`src/rtl/soul_controller_if.sv`:
```
// rtl/soul_controller_if.sv - UART receive/transmit handshake bundle for the soul controller
interface soul_controller_if;
  logic [7:0] rx_data;
  logic       rx_receive;
  logic       tx_idle;
  logic [7:0] tx_data;
  logic       tx_transmit;

  modport master (
    output rx_data,
    output rx_receive,
    output tx_idle,
    input  tx_data,
    input  tx_transmit
  );

  modport slave (
    input  rx_data,
    input  rx_receive,
    input  tx_idle,
    output tx_data,
    output tx_transmit
  );
endinterface

```
`src/rtl/soul_controller.sv`:
```
// rtl/soul_controller.sv - keyboard-driven soul position/colour with per-frame clamped moves and UART echo
module soul_controller #(
  parameter int WIDTH  = 640,
  parameter int HEIGHT = 480,
  parameter int R      = 5,
  parameter int STEP   = 4,
  parameter int X_INIT = 320,
  parameter int Y_INIT = 240
) (
  input  logic                clk,
  input  logic                rst,
  soul_controller_if.slave    uart,
  input  logic                animate,
  output logic [15:0]         o_cx,
  output logic [15:0]         o_cy,
  output logic [11:0]         o_color,
  output logic [7:0]          o_drop_count
);

  typedef enum logic [1:0] {MV_NONE, MV_NEG, MV_POS} move_t;
  typedef enum logic [1:0] {ST_IDLE, ST_SEND, ST_BUSY} tx_state_t;

  localparam logic [16:0] R17    = 17'(R);
  localparam logic [16:0] STEP17 = 17'(STEP);
  localparam logic [16:0] X_HI   = 17'(WIDTH - 1 - R);
  localparam logic [16:0] Y_HI   = 17'(HEIGHT - 1 - R);

  logic        cmd_valid;
  logic [7:0]  echo_byte;
  logic        set_color;
  logic [11:0] color_val;
  move_t       mv_x, mv_y;
  move_t       pend_x, pend_y;

  always_comb begin
    cmd_valid = 1'b0;
    echo_byte = 8'h00;
    set_color = 1'b0;
    color_val = 12'h000;
    mv_x      = MV_NONE;
    mv_y      = MV_NONE;
    if (uart.rx_receive) begin
      case (uart.rx_data)
        8'h77: begin cmd_valid = 1'b1; echo_byte = 8'h57; mv_y = MV_NEG; end
        8'h73: begin cmd_valid = 1'b1; echo_byte = 8'h53; mv_y = MV_POS; end
        8'h61: begin cmd_valid = 1'b1; echo_byte = 8'h41; mv_x = MV_NEG; end
        8'h64: begin cmd_valid = 1'b1; echo_byte = 8'h44; mv_x = MV_POS; end
        8'h63: begin cmd_valid = 1'b1; echo_byte = 8'h43; set_color = 1'b1; color_val = 12'h0FF; end
        8'h6D: begin cmd_valid = 1'b1; echo_byte = 8'h4D; set_color = 1'b1; color_val = 12'hF0F; end
        8'h79: begin cmd_valid = 1'b1; echo_byte = 8'h59; set_color = 1'b1; color_val = 12'hFF0; end
        8'h20: begin cmd_valid = 1'b1; echo_byte = 8'h5A; set_color = 1'b1; color_val = 12'hFFF; end
        default: ;
      endcase
    end
  end

  // A command arriving with animate lands after the clear, so it waits for the next frame
  always_ff @(posedge clk) begin
    if (rst) begin
      pend_x <= MV_NONE;
      pend_y <= MV_NONE;
    end else begin
      if (animate) begin
        pend_x <= MV_NONE;
        pend_y <= MV_NONE;
      end
      if (mv_x != MV_NONE) pend_x <= mv_x;
      if (mv_y != MV_NONE) pend_y <= mv_y;
    end
  end

  function automatic logic [15:0] step_axis(input logic [15:0] c, input move_t m,
                                            input logic [16:0] hi);
    logic [16:0] c17;
    logic [16:0] r;
    c17 = {1'b0, c};
    r   = c17;
    case (m)
      MV_NEG:  r = (c17 < R17 + STEP17) ? R17 : c17 - STEP17;
      MV_POS:  r = (c17 + STEP17 > hi) ? hi : c17 + STEP17;
      default: r = c17;
    endcase
    return r[15:0];
  endfunction

  always_ff @(posedge clk) begin
    if (rst) begin
      o_cx    <= 16'(X_INIT);
      o_cy    <= 16'(Y_INIT);
      o_color <= 12'hFFF;
    end else begin
      if (animate) begin
        o_cx <= step_axis(o_cx, pend_x, X_HI);
        o_cy <= step_axis(o_cy, pend_y, Y_HI);
      end
      if (set_color) o_color <= color_val;
    end
  end

  logic [7:0] fifo_mem [4];
  logic [1:0] wr_ptr, rd_ptr;
  logic [2:0] count;
  logic       fifo_full, fifo_empty;
  logic       pop, push_ok, drop;

  assign fifo_full  = (count == 3'd4);
  assign fifo_empty = (count == 3'd0);
  // When full, a same-cycle pop frees the slot the push writes into
  assign push_ok    = cmd_valid && (!fifo_full || pop);
  assign drop       = cmd_valid && fifo_full && !pop;

  always_ff @(posedge clk) begin
    if (push_ok) fifo_mem[wr_ptr] <= echo_byte;
  end

  always_ff @(posedge clk) begin
    if (rst) begin
      wr_ptr       <= 2'd0;
      rd_ptr       <= 2'd0;
      count        <= 3'd0;
      o_drop_count <= 8'd0;
    end else begin
      if (push_ok) wr_ptr <= wr_ptr + 2'd1;
      if (pop)     rd_ptr <= rd_ptr + 2'd1;
      if (push_ok && !pop)      count <= count + 3'd1;
      else if (!push_ok && pop) count <= count - 3'd1;
      if (drop && o_drop_count != 8'hFF) o_drop_count <= o_drop_count + 8'd1;
    end
  end

  tx_state_t state, state_next;

  always_ff @(posedge clk) begin
    if (rst) state <= ST_IDLE;
    else     state <= state_next;
  end

  always_comb begin
    state_next = state;
    pop        = 1'b0;
    case (state)
      ST_IDLE: if (!fifo_empty && uart.tx_idle) begin
        pop        = 1'b1;
        state_next = ST_SEND;
      end
      ST_SEND: if (!uart.tx_idle) state_next = ST_BUSY;
      ST_BUSY: if (uart.tx_idle)  state_next = ST_IDLE;
      default: state_next = ST_IDLE;
    endcase
  end

  logic [7:0] tx_data_q;

  always_ff @(posedge clk) begin
    if (rst)      tx_data_q <= 8'h00;
    else if (pop) tx_data_q <= fifo_mem[rd_ptr];
  end

  assign uart.tx_data     = tx_data_q;
  assign uart.tx_transmit = (state == ST_SEND);

endmodule

```
`src/flat_wrapper.sv`:
```
// flat-port wrapper written by rule: the top's interface ports become plain ports
module soul_controller_flat 
#(
  parameter int WIDTH  = 640,
  parameter int HEIGHT = 480,
  parameter int R      = 5,
  parameter int STEP   = 4,
  parameter int X_INIT = 320,
  parameter int Y_INIT = 240
)
  (clk, rst, animate, o_cx, o_cy, o_color, o_drop_count, uart_rx_data, uart_rx_receive, uart_tx_idle, uart_tx_data, uart_tx_transmit);
  soul_controller_if uart_i ();
  input  logic clk;
  input  logic rst;
  input  logic animate;
  output logic [15:0] o_cx;
  output logic [15:0] o_cy;
  output logic [11:0] o_color;
  output logic [7:0] o_drop_count;
  input wire logic [$bits(uart_i.rx_data)-1:0] uart_rx_data;
  input wire logic [$bits(uart_i.rx_receive)-1:0] uart_rx_receive;
  input wire logic [$bits(uart_i.tx_idle)-1:0] uart_tx_idle;
  output wire logic [$bits(uart_i.tx_data)-1:0] uart_tx_data;
  output wire logic [$bits(uart_i.tx_transmit)-1:0] uart_tx_transmit;
  assign uart_i.rx_data = uart_rx_data;
  assign uart_i.rx_receive = uart_rx_receive;
  assign uart_i.tx_idle = uart_tx_idle;
  assign uart_tx_data = uart_i.tx_data;
  assign uart_tx_transmit = uart_i.tx_transmit;
  soul_controller #(.WIDTH(WIDTH), .HEIGHT(HEIGHT), .R(R), .STEP(STEP), .X_INIT(X_INIT), .Y_INIT(Y_INIT)) u_core (.clk(clk), .rst(rst), .uart(uart_i), .animate(animate), .o_cx(o_cx), .o_cy(o_cy), .o_color(o_color), .o_drop_count(o_drop_count));
endmodule
```
`config.mk`:
```
export PLATFORM = sky130hd
export DESIGN_NAME = soul_controller_flat
export DESIGN_NICKNAME = d
export VERILOG_FILES = /design/src/rtl/soul_controller_if.sv /design/src/rtl/soul_controller.sv /design/src/flat_wrapper.sv
export SDC_FILE = /design/constraint.sdc
export NUM_CORES = 1
export LEC_CHECK = 0
export CAP_MARGIN = 30
export CELL_PAD_IN_SITES_DETAIL_PLACEMENT = 0
export CELL_PAD_IN_SITES_GLOBAL_PLACEMENT = 1
export CORE_ASPECT_RATIO = 2
export CORE_UTILIZATION = 32
export CTS_CLUSTER_DIAMETER = 30
export DETAILED_ROUTE_END_ITERATION = 8
export DONT_BUFFER_PORTS = 1
export PLACE_DENSITY_LB_ADDON = 0.08
export SLEW_MARGIN = 20
export SYNTH_ARGS = -nofsm -noshare
export SYNTH_HDL_FRONTEND = slang
export SYNTH_SLANG_ARGS = --single-unit
export TNS_END_PERCENT = 30
```
`constraint.sdc`:
```
create_clock -name clk -period 2.72 [get_ports clk]
set_clock_uncertainty 0.1 [all_clocks]
set_input_delay 0.136 -clock clk [delete_from_list [all_inputs] [get_ports clk]]
set_output_delay 0.136 -clock clk [all_outputs]
set_load 0.02 [all_outputs]
```
==> results.txt, run 1 <==
----------------------------------------------------
[Run status]
  Run status ... finished, final reports clean

[CTS]
  Post-CTS clock slew at the launch and capture registers of the worst setup and hold paths ... 0.07 ns
  Clock insertion delay at the later pin of the skew report ... about 0.34 ns
  Count of clock tree sinks ... 86
  Post-cts gate resize count ... 0
  Worst-case clock buffer depth ... 2
  CTS Root Cell ... sky130_fd_sc_hd__clkbuf_16
  CTS tree ... built
  Number of levels in the clock H-tree ... 3
  CTS Buf Count ... 9

[Synthesis]
  Area fraction in compound gates after synthesis ... about a fifth
  Area share of fa/ha/maj cells after synthesis ... 4.122%
  Dominant combinational cell family by area after synthesis ... simple AND/OR/NAND/NOR gates
  Basic-gate share of the synthesized area counting and, or, nand and nor cells ... between 20% and 30%
  Cell area after synthesis ... approximately 5300 sq um
  Xor and xnor fraction of the mapped netlist area ... roughly 2.6%
  Number of synthesis warnings ... 0
  Share of async-settable or async-resettable flops after synthesis ... 0%
  Post-synthesis register bit count ... 86
  Number of enable-type register cells in the synthesized netlist ... 24
  Mux share of post-synthesis cell area ... under 10%
  Cells after synthesis ... between 600 and 700
  Most used flip-flop cell after synthesis ... sky130_fd_sc_hd__dfxtp_1
  Mean area per synthesized cell ... approximately 9 sq um
  Part of the Yosys area used for sequential elements ... a little under two fifths
  Synth cell types ... between 80 and 90

[Layout]
  Post-layout instance count excluding filler cells ... just over 800
  Final Net Count ... roughly 650
  Ant diodes ... 0
  Number of inserted filler cells in the final layout ... 1,629
  End-of-flow core utilization ... between 30% and 40%
  Design Area, Final ... around 6000 sq um
  P&R area growth vs syn ... 12.95%
  Share of layout cells above drive strength 1 ... between 10 and 15%

[Routing]
  Overall routed net length ... about 16,000 microns
  DRC Markers ... 0
  Total met2 wirelength after detailed routing ... a little under 9000 microns
  M1 WL ... 5746 microns
  Met3 wire len ... between 700 and 800 microns
  Routed wire length per instance ... between 15 and 20 microns
  Highest routed metal layer ... met4
  Residual antenna-violating net count after detailed routing ... 0
  1st-pass router iterations ... 4
  Via count ... between 4k and 5k
  Average via count per standard cell ... between 5 and 6
  DR iter-0 viols ... 150

[Global routing]
  Overall global routing resource usage ... 18.98%
  Number of antenna violations at the first check in global routing ... 0
  Largest net degree at the start of global routing ... between 50 and 60
  Via count of the first global-routing pass ... ~4.6k
  Gr ovfl total ... 0
  Global-route wire length before repair ... approximately 25,000 microns

[STA]
  Final TNS setup ... 0 ns
  Final Hold Vio Count ... 0
  Worst rel slew slack ... roughly 45%
  Actual slew at the worst max-slew pin ... approximately 0.83 ns
  Clock period minus worst slack ... around 2.5 ns
  Final setup violation count ... 0
  RSZ-0062 raised after global routing ... no
  Max Fclk ... between 0.3 and 0.4 GHz
  Final period util ... slightly above 90%
  Final max-slew violation count ... 0

[Place]
  Placed cell count ... between 800 and 900
  Global placement routability congestion ... between 0.8 and 0.9
  Detailed-placement wirelength estimate ... between 10,000 and 15,000 microns
  Placed inst area ... between 5000 and 6000 sq um
  Number of port buffers ... 0

[Worst setup path]
  Critical path start-end classification ... register to register
  Sort of element at the start of the critical path ... register
  Highest net fanout along the worst path ... 4
  Worst path arrival time ... 2.68 ns
  Critical path capture point type ... register
  Slack of the worst reg-to-reg path ... around 0.20 ns
  Required time of the worst setup path ... about 2.9 ns

[Pwr]
  Peak ir drop on the vdd network ... 388.5 uV
  PwrDens ... about 510 nW/um^2
  Static leakage ... approximately 2.2 nW

[Worst hold path]
  Worst min path class ... input pin to register

[Floorplan]
  Die footprint ... about 17,000 sq um
  Starting Density ... 32.84%
  FP Rows ... 66
  Core region area ... between 15,000 and 20,000 sq um
  Die span in x ... slightly above 90 microns
  Die Y-Extent ... about 180 microns
  # IOs ... 74

[Run]
  Number of maximum-capacitance constraint violations ... 0

----------------------------------------------------
[layer usage]
metal / global-route usage [%] / vias to the layer above
met3: 3.259 / 19
li1: - / 2257
met5: 0 / -
met2: 36.97 / 115
met4: 7.754 / 0
met1: 19.33 / 2215
[per-stage QoR]
stage               total power [mW]  hold WS (ns)  worst slack, ns
floorplan                      1.817        0.1134          0.05229
global placement               1.891        0.1122           0.1936
detailed placement             1.899        0.1136           0.1548
CTS                            3.128       0.02194           0.1916
global route                   3.215       0.03615          0.05435
finish                         3.069       0.03607           0.1990
[sequential cells by signal, summed over array words and instances, names as in the netlist, 3 cells and up]
name	cells
u_core.fifo_mem	24
u_core.o_cx	16
u_core.o_cy	16
u_core.o_drop_count	8
u_core.uart.tx_data	6
u_core.count	3
u_core.o_color	3
[what timing repair did]
| item | 4_1_cts | 5_1_grt |
|---|---|---|
| buffers inserted | 0 | 0 |
| hold buffers | 9 | 0 |
| setup endpoints to repair | 0 | 0 |
| hold endpoints to repair | 51 | 0 |
[critical path, cell delays in order (launching register included)]
cell and delay, ns:
sky130_fd_sc_hd__dfxtp_1 0.34, sky130_fd_sc_hd__nor3b_1 0.33, sky130_fd_sc_hd__or4b_1 0.22, sky130_fd_sc_hd__nand2_1 0.07
sky130_fd_sc_hd__nor2_1 0.14, sky130_fd_sc_hd__ha_1 0.20, sky130_fd_sc_hd__inv_1 0.06, sky130_fd_sc_hd__fa_1 0.37
sky130_fd_sc_hd__xor2_1 0.15, sky130_fd_sc_hd__or3_1 0.30, sky130_fd_sc_hd__a21oi_1 0.16
[worst paths after layout]
| path | from | to | cells past startpoint |
|---|---|---|---|
| worst max-delay path | u_core.state[0] | u_core.count[2] | 10 |
| worst min-delay path | rst | u_core.count[1] | 2 |
| worst max register to register | u_core.state[0] | u_core.count[2] | 10 |
| worst min register to register | u_core.wr_ptr[1] | u_core.wr_ptr[1] | 2 |
[kinds of logic after synthesis]
logic type                 after synthesis
xor gates and xnor gates                16
muxes                                   22
AOI/OAI and AO/OA                      162
buffers and inverters                   74
and+or+nand+nor                        228
DFF                                     86
adders and majority gates               17
other                                    1
[final cells by class]
class	count	area, sq um	area share (%)
Multi-Input combinational cell	447	3002	49.74
Timing Repair Buffer	56	460.4	7.630
Clock buffer	9	225.2	3.732
Tap cell	204	255.2	4.230
Clock inverter	6	47.55	0.7879
Sequential cell	86	1962	32.51
Inverter	22	82.58	1.368
[cells in the final DEF, fill, tap and decap left out, types with 5 or more instances in the layout]
cell | Yosys | layout
sky130_fd_sc_hd__dfxtp_1 | 62 | 62
sky130_fd_sc_hd__nor2_1 | 60 | 60
sky130_fd_sc_hd__buf_4 | 16 | 47
sky130_fd_sc_hd__a21oi_1 | 45 | 45
sky130_fd_sc_hd__o21ai_0 | 39 | 39
sky130_fd_sc_hd__nand2_1 | 38 | 38
sky130_fd_sc_hd__edfxtp_1 | 24 | 24
sky130_fd_sc_hd__inv_1 | 21 | 21
sky130_fd_sc_hd__nand3_1 | 20 | 20
sky130_fd_sc_hd__nor3_1 | 17 | 17
sky130_fd_sc_hd__ha_1 | 16 | 16
sky130_fd_sc_hd__xor2_1 | 12 | 12
sky130_fd_sc_hd__nor4_1 | 11 | 11
sky130_fd_sc_hd__nand4_1 | 11 | 11
sky130_fd_sc_hd__mux2i_1 | 11 | 11
sky130_fd_sc_hd__nand3b_1 | 9 | 9
sky130_fd_sc_hd__nor2b_1 | 9 | 9
sky130_fd_sc_hd__clkbuf_16 | 0 | 9
sky130_fd_sc_hd__or3_1 | 8 | 8
sky130_fd_sc_hd__nand2b_1 | 8 | 8
sky130_fd_sc_hd__and2_1 | 8 | 8
sky130_fd_sc_hd__a31oi_1 | 8 | 8
sky130_fd_sc_hd__dlygate4sd3_1 | 0 | 8
sky130_fd_sc_hd__o31a_1 | 6 | 6
sky130_fd_sc_hd__o211ai_1 | 6 | 6
sky130_fd_sc_hd__mux4_2 | 6 | 6
sky130_fd_sc_hd__o21a_1 | 5 | 5
[report_power, final]
group	switching [mW]	internal (mW)	leakage, nW
Sequential	0.107	1.37	0.720
Combinational	0.202	0.213	1.32
Clock	0.556	0.623	0.132
Total	0.865	2.20	2.17
[synth_stat cells, drive strengths merged (3+ instances only)]
cell type / instances / area [sq um]
mux2i: 11 / 110.1
or4: 4 / 30.03
xor2: 12 / 105.1
a22oi: 4 / 30.03
nor3: 17 / 85.08
edfxtp: 24 / 720.7
a311oi: 4 / 41.29
ha: 16 / 200.2
mux4: 6 / 135.1
xnor2: 4 / 35.03
dfxtp: 62 / 1241
nand2: 39 / 148.9
nor3b: 3 / 22.52
nor4: 12 / 90.09
or3: 8 / 50.05
nor2: 60 / 225.2
clkbuf: 24 / 91.33
inv: 21 / 78.83
nand3: 21 / 117.6
o21ai: 40 / 204.0
a21o: 5 / 38.79
o31ai: 4 / 30.03
a31oi: 9 / 62.56
o211ai: 6 / 45.04
a21oi: 45 / 225.2
nor2b: 9 / 56.30
o31a: 6 / 52.55
nand3b: 9 / 67.56
nand4: 12 / 90.09
o21a: 5 / 37.54
a211oi: 3 / 27.52
and3: 4 / 25.02
buf: 27 / 205.2
nand2b: 8 / 50.05
mux2: 5 / 60.05
nand4b: 4 / 50.05
o22ai: 4 / 25.02
and2: 8 / 50.05
Note: power is estimated with default switching activity, not from simulation.
==> run 2: changes to the inputs <==
--- a/config.mk
+++ b/config.mk
@@ -9,10 +9,11 @@
 export CELL_PAD_IN_SITES_DETAIL_PLACEMENT = 0
 export CELL_PAD_IN_SITES_GLOBAL_PLACEMENT = 1
 export CORE_ASPECT_RATIO = 2
-export CORE_UTILIZATION = 32
+export CORE_UTILIZATION = 44
 export CTS_CLUSTER_DIAMETER = 30
 export DETAILED_ROUTE_END_ITERATION = 8
 export DONT_BUFFER_PORTS = 1
+export GPL_TIMING_DRIVEN = 0
 export PLACE_DENSITY_LB_ADDON = 0.08
 export SLEW_MARGIN = 20
 export SYNTH_ARGS = -nofsm -noshare
==> constraint.sdc (replaced) <==
create_clock -name clk -period 2.72 [get_ports clk]
set_clock_uncertainty 0.1 [all_clocks]
set_input_delay 0.544 -clock clk [delete_from_list [all_inputs] [get_ports clk]]
set_output_delay 0.544 -clock clk [all_outputs]
set_load 0.02 [all_outputs]
==> results.txt, run 2 (synthesis gave the netlist of run 1 again) <==
----------------------------------------------------
[CTS]
  Number of hold buffers added after cts ... 0 (was 9)
  CTS Buf Count ... 9 (unchanged)
  Number of levels in the clock H-tree ... 3 (unchanged)
  Post-CTS clock slew at the launch and capture registers of the worst setup and hold paths ... 0.08 ns (was 0.07 ns)
  Worst-case clock buffer depth ... 2 (unchanged)
  Count of clock tree sinks ... 86 (unchanged)
  Clock insertion delay at the later pin of the skew report ... 0.35 ns (was 0.34 ns)
  CTS tree ... built (unchanged)
  CTS Root Cell ... sky130_fd_sc_hd__clkbuf_16 (unchanged)

[Layout]
  Number of flip-flops in the largest register ... 24 (unchanged)
  Top register by number of flip-flops ... u_core.fifo_mem (unchanged)
  Share of layout cells above drive strength 1 ... 15.29% (was 14.54%)
  Design Area, Final ... 5969 sq um (was 6035 sq um)
  Ant diodes ... 0 (unchanged)
  Final Net Count ... 653 (was 652)
  Top Registers ... u_core.fifo_mem: 24 flops, u_core.o_cx: 16 flops, u_core.o_cy: 16 flops (unchanged)
  End-of-flow core utilization ... 50.71% (was 37.09%)
  P&R area growth vs syn ... 11.73% (was 12.95%)
  Number of inserted filler cells in the final layout ... 1,136 (was 1,629)
  Highest-count cells in the layout ignoring fill and taps ... sky130_fd_sc_hd__nor2_1 (58), sky130_fd_sc_hd__dfxtp_1 (58), sky130_fd_sc_hd__a21oi_1 (44) (was sky130_fd_sc_hd__dfxtp_1 (62), sky130_fd_sc_hd__nor2_1 (60), sky130_fd_sc_hd__buf_4 (47))

[STA]
  Max Fclk ... 0.3770 GHz (was 0.3967 GHz)
  Final Worst Setup Slack ... 0.06716 ns (was 0.1990 ns)
  Final max-slew violation count ... 0 (unchanged)
  Clock period minus worst slack ... 2.653 ns (was 2.521 ns)
  Actual slew at the worst max-slew pin ... 0.7143 ns (was 0.8256 ns)
  Final Hold Vio Count ... 0 (unchanged)
  Final TNS setup ... 0 ns (unchanged)
  Final period util ... 97.53% (was 92.68%)
  Final setup violation count ... 0 (unchanged)
  Worst rel slew slack ... 52.38% (was 44.88%)

[Pwr]
  Fraction of power spent switching nets ... 28.97% (was 28.20%)
  Total power of the final layout ... 3.136 mW (was 3.069 mW)
  Peak ir drop on the vdd network ... 428.3 uV (was 388.5 uV)
  Fraction of power consumed by sequential logic ... 46.0% (was 48.1%)
  Static leakage ... 2.095 nW (was 2.171 nW)
  Cell internal pwr ... 2.228 mW (was 2.204 mW)
  Share of total power in combinational logic ... 14.4% (was 13.5%)
  Share of total power in the clock network ... 39.6% (was 38.4%)
  PwrDens ... 525.3 nW/um^2 (was 508.6 nW/um^2)
  Net switching power ... 908.4 uW (was 865.4 uW)

[Run]
  Number of maximum-capacitance constraint violations ... 0 (unchanged)

[Global routing]
  Largest net degree at the start of global routing ... 19 (was 55)
  Number of antenna violations at the first check in global routing ... 0 (unchanged)
  Gr ovfl total ... 0 (unchanged)
  Via count of the first global-routing pass ... 4,696 (was 4,552)
  Overall global routing resource usage ... 24.70% (was 18.98%)
  Global-route wire length before repair ... 23,760 microns (was 24,840 microns)

[Worst setup path]
  Critical path start-end classification ... register to register (unchanged)
  Worst Path Buf+Inv ... 1 (unchanged)
  Cell Chain, Critical Path ... buf_4 -> nand3_1 -> o31a_1 -> nor4_2 -> o211ai_1 -> or2_1 -> o311a_1 (was nor3b_1 -> or4b_1 -> nand2_1 -> nor2_1 -> ha_1 -> inv_1 -> fa_1 -> xor2_1 -> or3_1 -> a21oi_1)
  Worst path arrival time ... 2.79 ns (was 2.68 ns)
  Sort of element at the start of the critical path ... register (unchanged)
  Required time of the worst setup path ... 2.85 ns (was 2.88 ns)
  Slack of the worst reg-to-reg path ... 0.07 ns (was 0.20 ns)
  Worst reg2reg path endpoint ... u_core.o_cy[8] (was u_core.count[2])
  Number of cells traversed by the worst register-to-register path ... 7 (was 10)
  Critical path capture point type ... register (unchanged)
  Highest net fanout along the worst path ... 9 (was 4)
  Slowest cell delay on critical path ... 0.45 ns (was 0.37 ns)
  R2R Path Start ... u_core.o_cy[7] (was u_core.state[0])
  Slowest cell on crit path ... sky130_fd_sc_hd__dfxtp_1 (was sky130_fd_sc_hd__fa_1)
  Gate family responsible for the most delay along the worst path ... compound AO/OA/AOI/OAI gates (was simple AND/OR/NAND/NOR gates)

[Place]
  Worst slack at placement ... -0.3836 ns (was 0.1548 ns)
  Detailed-placement wirelength estimate ... 11,090 microns (was 11,590 microns)
  Number of port buffers ... 0 (unchanged)
  Placed inst area ... 5578 sq um (was 5654 sq um)
  Global placement routability congestion ... 0.8788 (was 0.8184)

[Floorplan]
  Die footprint ... 12,610 sq um (was 17,250 sq um)
  FP Rows ... 56 (was 66)
  Starting Density ... 45.39% (was 32.84%)
  Die Y-Extent ... 157.8 microns (was 184.7 microns)
  Die span in x ... 79.92 microns (was 93.37 microns)
  # IOs ... 74 (unchanged)
  Core region area ... 11,770 sq um (was 16,270 sq um)

[Routing]
  Overall routed net length ... 14,830 microns (was 15,730 microns)
  DRC Markers ... 0 (unchanged)
  DR iter-0 viols ... 364 (was 150)
  Average via count per standard cell ... 6.169 (was 5.549)
  Routed wire length per instance ... 19.19 microns (was 18.95 microns)
  1st-pass router iterations ... 5 (was 4)
  Residual antenna-violating net count after detailed routing ... 0 (unchanged)
  Via count ... 4,769 (was 4,606)

[Worst hold path]
  Origin of the worst min-delay path ... uart_tx_idle (was rst)
  Worst min path class ... input pin to register (unchanged)
  Hold-critical path depth ... 1 (was 2)
  Hold Path Sink ... u_core.state[1] (was u_core.count[1])

[Run status]
  Run status ... finished, final reports clean (unchanged)

----------------------------------------------------
-- run 2: power groups by stage --
stage | Combinational [mW] | Clock [mW] | Sequential (mW)
final | 0.452 | 1.24 | 1.44
after global routing | 0.504 | 1.32 | 1.45
after CTS | 0.458 | 1.26 | 1.44
after detailed placement | 0.454 | 0 | 1.47
after global placement | 0.439 | 0 | 1.47
after floorplan | 0.369 | 0 | 1.46
-- run 2: timing repair --
item,4_1_cts,5_1_grt
setup buffers,1,3
gates resized for setup,6,16
cloned,0,0
pin swaps,1,4
setup endpoints to repair,10,25
-- run 2: metrics by stage --
step	std cells	hold WS, ns
after global routing	773	0.1682
after detailed placement	752	0.3732
final	773	0.1715
after floorplan	607	0.3629
after CTS	769	0.1629
after global placement	752	0.3710
-- run 2: worst max path at each step --
stage,slack (ns),depth (start not counted),to,from
2_1_floorplan,-0.09,11,u_core.count[2],uart_rx_data[4]
3_3_place_gp,-0.33,12,u_core.count[2],uart_rx_data[2]
3_5_place_dp,-0.38,12,u_core.count[2],uart_rx_data[2]
4_1_cts,0.0008,8,u_core.count[2],u_core.count[0]
5_1_grt,-0.04,7,u_core.o_cy[8],u_core.o_cy[10]
6_report,0.07,7,u_core.o_cy[8],u_core.o_cy[7]
-- run 2: layout make-up --
cell class / count / area, sq um / area share (%)
plain buffers: 52 / 324.1 / 5.429
clock buffers: 9 / 225.2 / 3.773
clock inverters: 7 / 73.82 / 1.237
inverters: 22 / 82.58 / 1.383
multi-input cells: 447 / 3079 / 51.58
flip-flops and latches: 86 / 1969 / 32.99
well taps: 145 / 181.4 / 3.039
repair buffers: 5 / 33.78 / 0.5659
-- run 2: routing by layer --
metal / track usage (%) / share of wire [%]
met1: 25.51 / 36
met2: 46.52 / 55
met3: 4.496 / 4.6
met4: 11.82 / 3.6
met5: 0 / 0
-- run 2: worst reg2reg max path, delay by kind of cell (launching register included) --
kind / cells / cell delay, ns
flip-flops: 1 / 0.45
AND/OR/NAND/NOR: 3 / 0.83
buffers and inverters: 1 / 0.22
AO/OA/AOI/OAI: 3 / 0.95
==> run 3: changes to the inputs <==
--- a/config.mk
+++ b/config.mk
@@ -5,11 +5,12 @@
 export SDC_FILE = /design/constraint.sdc
 export NUM_CORES = 1
 export LEC_CHECK = 0
+export ABC_AREA = 1
 export CAP_MARGIN = 30
 export CELL_PAD_IN_SITES_DETAIL_PLACEMENT = 0
 export CELL_PAD_IN_SITES_GLOBAL_PLACEMENT = 1
 export CORE_ASPECT_RATIO = 2
-export CORE_UTILIZATION = 44
+export CORE_UTILIZATION = 42
 export CTS_CLUSTER_DIAMETER = 30
 export DETAILED_ROUTE_END_ITERATION = 8
 export DONT_BUFFER_PORTS = 1
==> results.txt, run 3 <==
----------------------------------------------------
[Run status]
  Run status ... finished, final reports clean (unchanged)

[Synthesis]
  Synth cell types ... 42 (was 86)
  Mean area per synthesized cell ... 7.107 sq um (was 8.816 sq um)
  Synth area leaders ... sky130_fd_sc_hd__dfxtp_1 (23%), sky130_fd_sc_hd__edfxtp_1 (14%), sky130_fd_sc_hd__nand2_1 (9.5%) (was sky130_fd_sc_hd__dfxtp_1 (23%), sky130_fd_sc_hd__edfxtp_1 (13%), sky130_fd_sc_hd__a21oi_1 (4.2%))
  Number of synthesis warnings ... 0 (unchanged)
  Part of the Yosys area used for sequential elements ... 36.90% (was 36.72%)
  Share of the synthesized area in the top cell type ... 23.35% (was 23.23%)
  Share of async-settable or async-resettable flops after synthesis ... 0% (unchanged)
  Most used flip-flop cell after synthesis ... sky130_fd_sc_hd__dfxtp_1 (unchanged)
  Top cells by count, synth ... sky130_fd_sc_hd__nand2_1 (135), sky130_fd_sc_hd__nor2_1 (100), sky130_fd_sc_hd__inv_1 (87), sky130_fd_sc_hd__dfxtp_1 (62), sky130_fd_sc_hd__a21oi_1 (52) (was sky130_fd_sc_hd__dfxtp_1 (62), sky130_fd_sc_hd__nor2_1 (60), sky130_fd_sc_hd__a21oi_1 (45), sky130_fd_sc_hd__o21ai_0 (39), sky130_fd_sc_hd__nand2_1 (38))
  Post-synthesis cell type with the largest combined area ... sky130_fd_sc_hd__dfxtp_1 (unchanged)
  Cell area after synthesis ... 5316 sq um (was 5343 sq um)
  Cells after synthesis ... 748 (was 606)
  Post-synthesis register bit count ... 86 (unchanged)
  Cell with the most instances after synthesis ... sky130_fd_sc_hd__nand2_1 (was sky130_fd_sc_hd__dfxtp_1)
  Number of enable-type register cells in the synthesized netlist ... 24 (unchanged)

[Layout]
  Share of layout cells above drive strength 1 ... 10.17% (was 15.29%)
  Number of inserted filler cells in the final layout ... 1,283 (was 1,136)
  Top register by number of flip-flops ... u_core.fifo_mem (unchanged)
  Ant diodes ... 0 (unchanged)
  Top Registers ... u_core.fifo_mem: 24 flops, u_core.o_cx: 16 flops, u_core.o_cy: 16 flops (unchanged)
  Final Net Count ... 792 (was 653)
  Highest-count cells in the layout ignoring fill and taps ... sky130_fd_sc_hd__nand2_1 (134), sky130_fd_sc_hd__nor2_1 (100), sky130_fd_sc_hd__inv_1 (85) (was sky130_fd_sc_hd__nor2_1 (58), sky130_fd_sc_hd__dfxtp_1 (58), sky130_fd_sc_hd__a21oi_1 (44))
  Area taken by multi-input logic gates ... 2828 sq um (was 3079 sq um)
  Most common cell after layout, fill and taps aside ... sky130_fd_sc_hd__nand2_1
  Register area ... 1966 sq um (was 1969 sq um)
  Number of flip-flops in the largest register ... 24 (unchanged)
  Post-layout instance count excluding filler cells ... 914 (was 773)
  End-of-flow core utilization ... 47.67% (was 50.71%)
  P&R area growth vs syn ... 10.00% (was 11.73%)

[Worst setup path]
  Worst setup path endpoint ... u_core.count[2] (was u_core.o_cy[8])
  Required time of the worst setup path ... 2.86 ns (was 2.85 ns)
  Setup crit start ... uart_rx_data[0] (was u_core.o_cy[7])
  Highest net fanout along the worst path ... 9 (unchanged)
  Sort of element at the start of the critical path ... input pin (was register)
  Number of cells traversed by the worst register-to-register path ... 15 (was 7)
  Critical path start-end classification ... input pin to register (was register to register)
  Worst path arrival time ... 2.69 ns (was 2.79 ns)
  Slack of the worst reg-to-reg path ... 0.19 ns (was 0.07 ns)
  R2R Path Start ... u_core.count[1] (was u_core.o_cy[7])
  Worst reg2reg path endpoint ... u_core.count[2] (was u_core.o_cy[8])
  Critical path capture point type ... register (unchanged)

[Pwr]
  PwrDens ... 532.7 nW/um^2 (was 525.3 nW/um^2)
  Peak ir drop on the vdd network ... 486.4 uV (was 428.3 uV)
  Static leakage ... 2.337 nW (was 2.095 nW)
  Total power of the final layout ... 3.115 mW (was 3.136 mW)

[STA]
  Final setup violation count ... 0 (unchanged)
  Final Hold Vio Count ... 0 (unchanged)
  Final TNS setup ... 0 ns (unchanged)
  Final max-slew violation count ... 0 (unchanged)
  RSZ-0062 raised after global routing ... yes
  Worst hold slack ... 0.2421 ns (was 0.1715 ns)
  Clock period minus worst slack ... 2.550 ns (was 2.653 ns)
  Final period util ... 93.75% (was 97.53%)
  Worst rel slew slack ... 49.24% (was 52.38%)
  Max Fclk ... 0.3921 GHz (was 0.3770 GHz)
  Actual slew at the worst max-slew pin ... 0.7587 ns (was 0.7143 ns)

[CTS]
  Count of clock tree sinks ... 86 (unchanged)
  CTS Root Cell ... sky130_fd_sc_hd__clkbuf_16 (unchanged)
  CTS tree ... built (unchanged)
  CTS Buf Count ... 9 (unchanged)
  Clock insertion delay at the later pin of the skew report ... 0.35 ns (about the same)
  Post-CTS clock slew at the launch and capture registers of the worst setup and hold paths ... 0.07 ns (was 0.08 ns)
  Worst-case clock buffer depth ... 2 (unchanged)
  Number of levels in the clock H-tree ... 3 (unchanged)

[Routing]
  Overall routed net length ... 14,970 microns (was 14,830 microns)
  DR iter-0 viols ... 162 (was 364)
  Average via count per standard cell ... 5.350 (was 6.169)
  Via count ... 4,890 (was 4,769)
  Routed wire length per instance ... 16.38 microns (was 19.19 microns)
  DRC Markers ... 0 (unchanged)
  Residual antenna-violating net count after detailed routing ... 0 (unchanged)
  1st-pass router iterations ... 5 (unchanged)

[Floorplan]
  Core region area ... 12,270 sq um (was 11,770 sq um)
  Starting Density ... 43.34% (was 45.39%)
  Die footprint ... 13,140 sq um (was 12,610 sq um)
  FP Rows ... 57 (was 56)
  # IOs ... 74 (unchanged)
  Die span in x ... 81.56 microns (was 79.92 microns)
  Die Y-Extent ... 161.1 microns (was 157.8 microns)

[Global routing]
  Via count of the first global-routing pass ... 4,786 (was 4,696)
  Gr ovfl total ... 0 (unchanged)
  Met1 Track Usage GR ... 22.83% (was 25.51%)
  Overall global routing resource usage ... 23.85% (was 24.70%)
  GR Layer Usage met2 ... 46.44% (was 46.52%)
  Global-route wire length before repair ... 23,540 microns (was 23,760 microns)
  Number of antenna violations at the first check in global routing ... 0 (unchanged)
  Largest net degree at the start of global routing ... 19 (unchanged)
  Global-route layer with the greatest usage ... met2 (unchanged)
  M3 GR Usage ... 4.237% (was 4.496%)

[Place]
  Global placement routability congestion ... 0.8596 (was 0.8788)
  Number of port buffers ... 0 (unchanged)
  Placed cell count ... 896 (was 752)
  Detailed-placement wirelength estimate ... 11,540 microns (was 11,090 microns)

[Run]
  Number of maximum-capacitance constraint violations ... 0 (unchanged)

[Worst hold path]
  Worst min path class ... input pin to register (unchanged)

----------------------------------------------------
==> run 3: cell count changes in the layout (fill, tap and decap cells not counted), sizes merged, moves of 17 or more <==
| cell | before | now |
|---|---|---|
| nand2 | 39 | 140 |
| inv | 24 | 95 |
| nor2 | 60 | 110 |
| nand3 | 21 | 52 |
| xor2 | 12 | 30 |
| o21ai | 40 | 57 |
==> run 3: worst min-delay path by stage <==
stage                         start              end  slack [ns]  cells after the start
floorplan           u_core.state[0]  u_core.state[1]        0.34                      1
detailed placement  u_core.state[0]  u_core.state[1]        0.37                      1
CTS                    uart_tx_idle  u_core.state[0]        0.24                      2
global placement    u_core.state[0]  u_core.state[1]        0.35                      1
global route           uart_tx_idle  u_core.state[0]        0.26                      2
finish                 uart_tx_idle  u_core.state[0]        0.24                      2
==> run 3: through the flow <==
| step | setup WS (ns) | instance area [sq um] |
|---|---|---|
| detailed placement | -0.3082 | 5517 |
| floorplan | 0.05278 | 5333 |
| global placement | -0.2686 | 5517 |
| global route | -0.02301 | 5848 |
| CTS | 0.007327 | 5817 |
| finish | 0.1699 | 5848 |
==> run 3: cell type report <==
class | instances | share of cell area (%)
Inverter | 91 | 5.841
Sequential cell | 86 | 33.61
Timing Repair Buffer | 2 | 0.2567
Clock buffer | 9 | 3.851
Tap cell | 147 | 3.145
Multi-Input combinational cell | 533 | 48.35
Buffer | 39 | 3.659
Clock inverter | 7 | 1.284
==> run 3: worst max-delay path, stage by stage <==
cell and delay (ns):
sky130_fd_sc_hd__nor2_1 0.25, sky130_fd_sc_hd__nand2_1 0.15, sky130_fd_sc_hd__o21ai_2 0.21, sky130_fd_sc_hd__nor2_2 0.08, sky130_fd_sc_hd__a21oi_4 0.18, sky130_fd_sc_hd__nand2_2 0.14, sky130_fd_sc_hd__inv_1 0.09, sky130_fd_sc_hd__ha_1 0.13
sky130_fd_sc_hd__inv_1 0.06, sky130_fd_sc_hd__fa_1 0.37, sky130_fd_sc_hd__a21oi_1 0.15, sky130_fd_sc_hd__o21ai_0 0.11, sky130_fd_sc_hd__o21ai_0 0.15, sky130_fd_sc_hd__a21oi_1 0.05
==> run 3: logic make-up after synthesis <==
family / Yosys count / share of synthesized area [%]
adders and majority gates: 17 / 4.142
DFF: 86 / 36.90
buffers and inverters: 130 / 10.45
and+or+nand+nor: 342 / 28.50
xor gates and xnor gates: 33 / 5.437
other: 1 / 0.07054
AOI/OAI and AO/OA: 139 / 14.50
==> run 3: metal layers <==
| metal | part of all wire (%) | vias to the layer above |
|---|---|---|
| li1 | - | 2477 |
| met1 | 36 | 2278 |
| met2 | 57 | 107 |
| met3 | 4.0 | 28 |
| met4 | 2.8 | 0 |
| met5 | 0 | - |
==> run 3: repair_timing <==
action	4_1_cts	5_1_grt
hold buffers	0	0
resized for setup	1	7
pin swaps	0	2
endpoints found under the setup margin	1	8
buffers inserted	0	2
==> run 3: where the power goes <==
group          total (mW)  leakage, nW  internal, mW  switching (mW)
clock                1.24        0.145         0.652           0.590
combinational       0.379         1.49         0.115           0.264
sequential           1.49        0.701          1.38           0.112
total                3.12         2.34          2.15           0.966
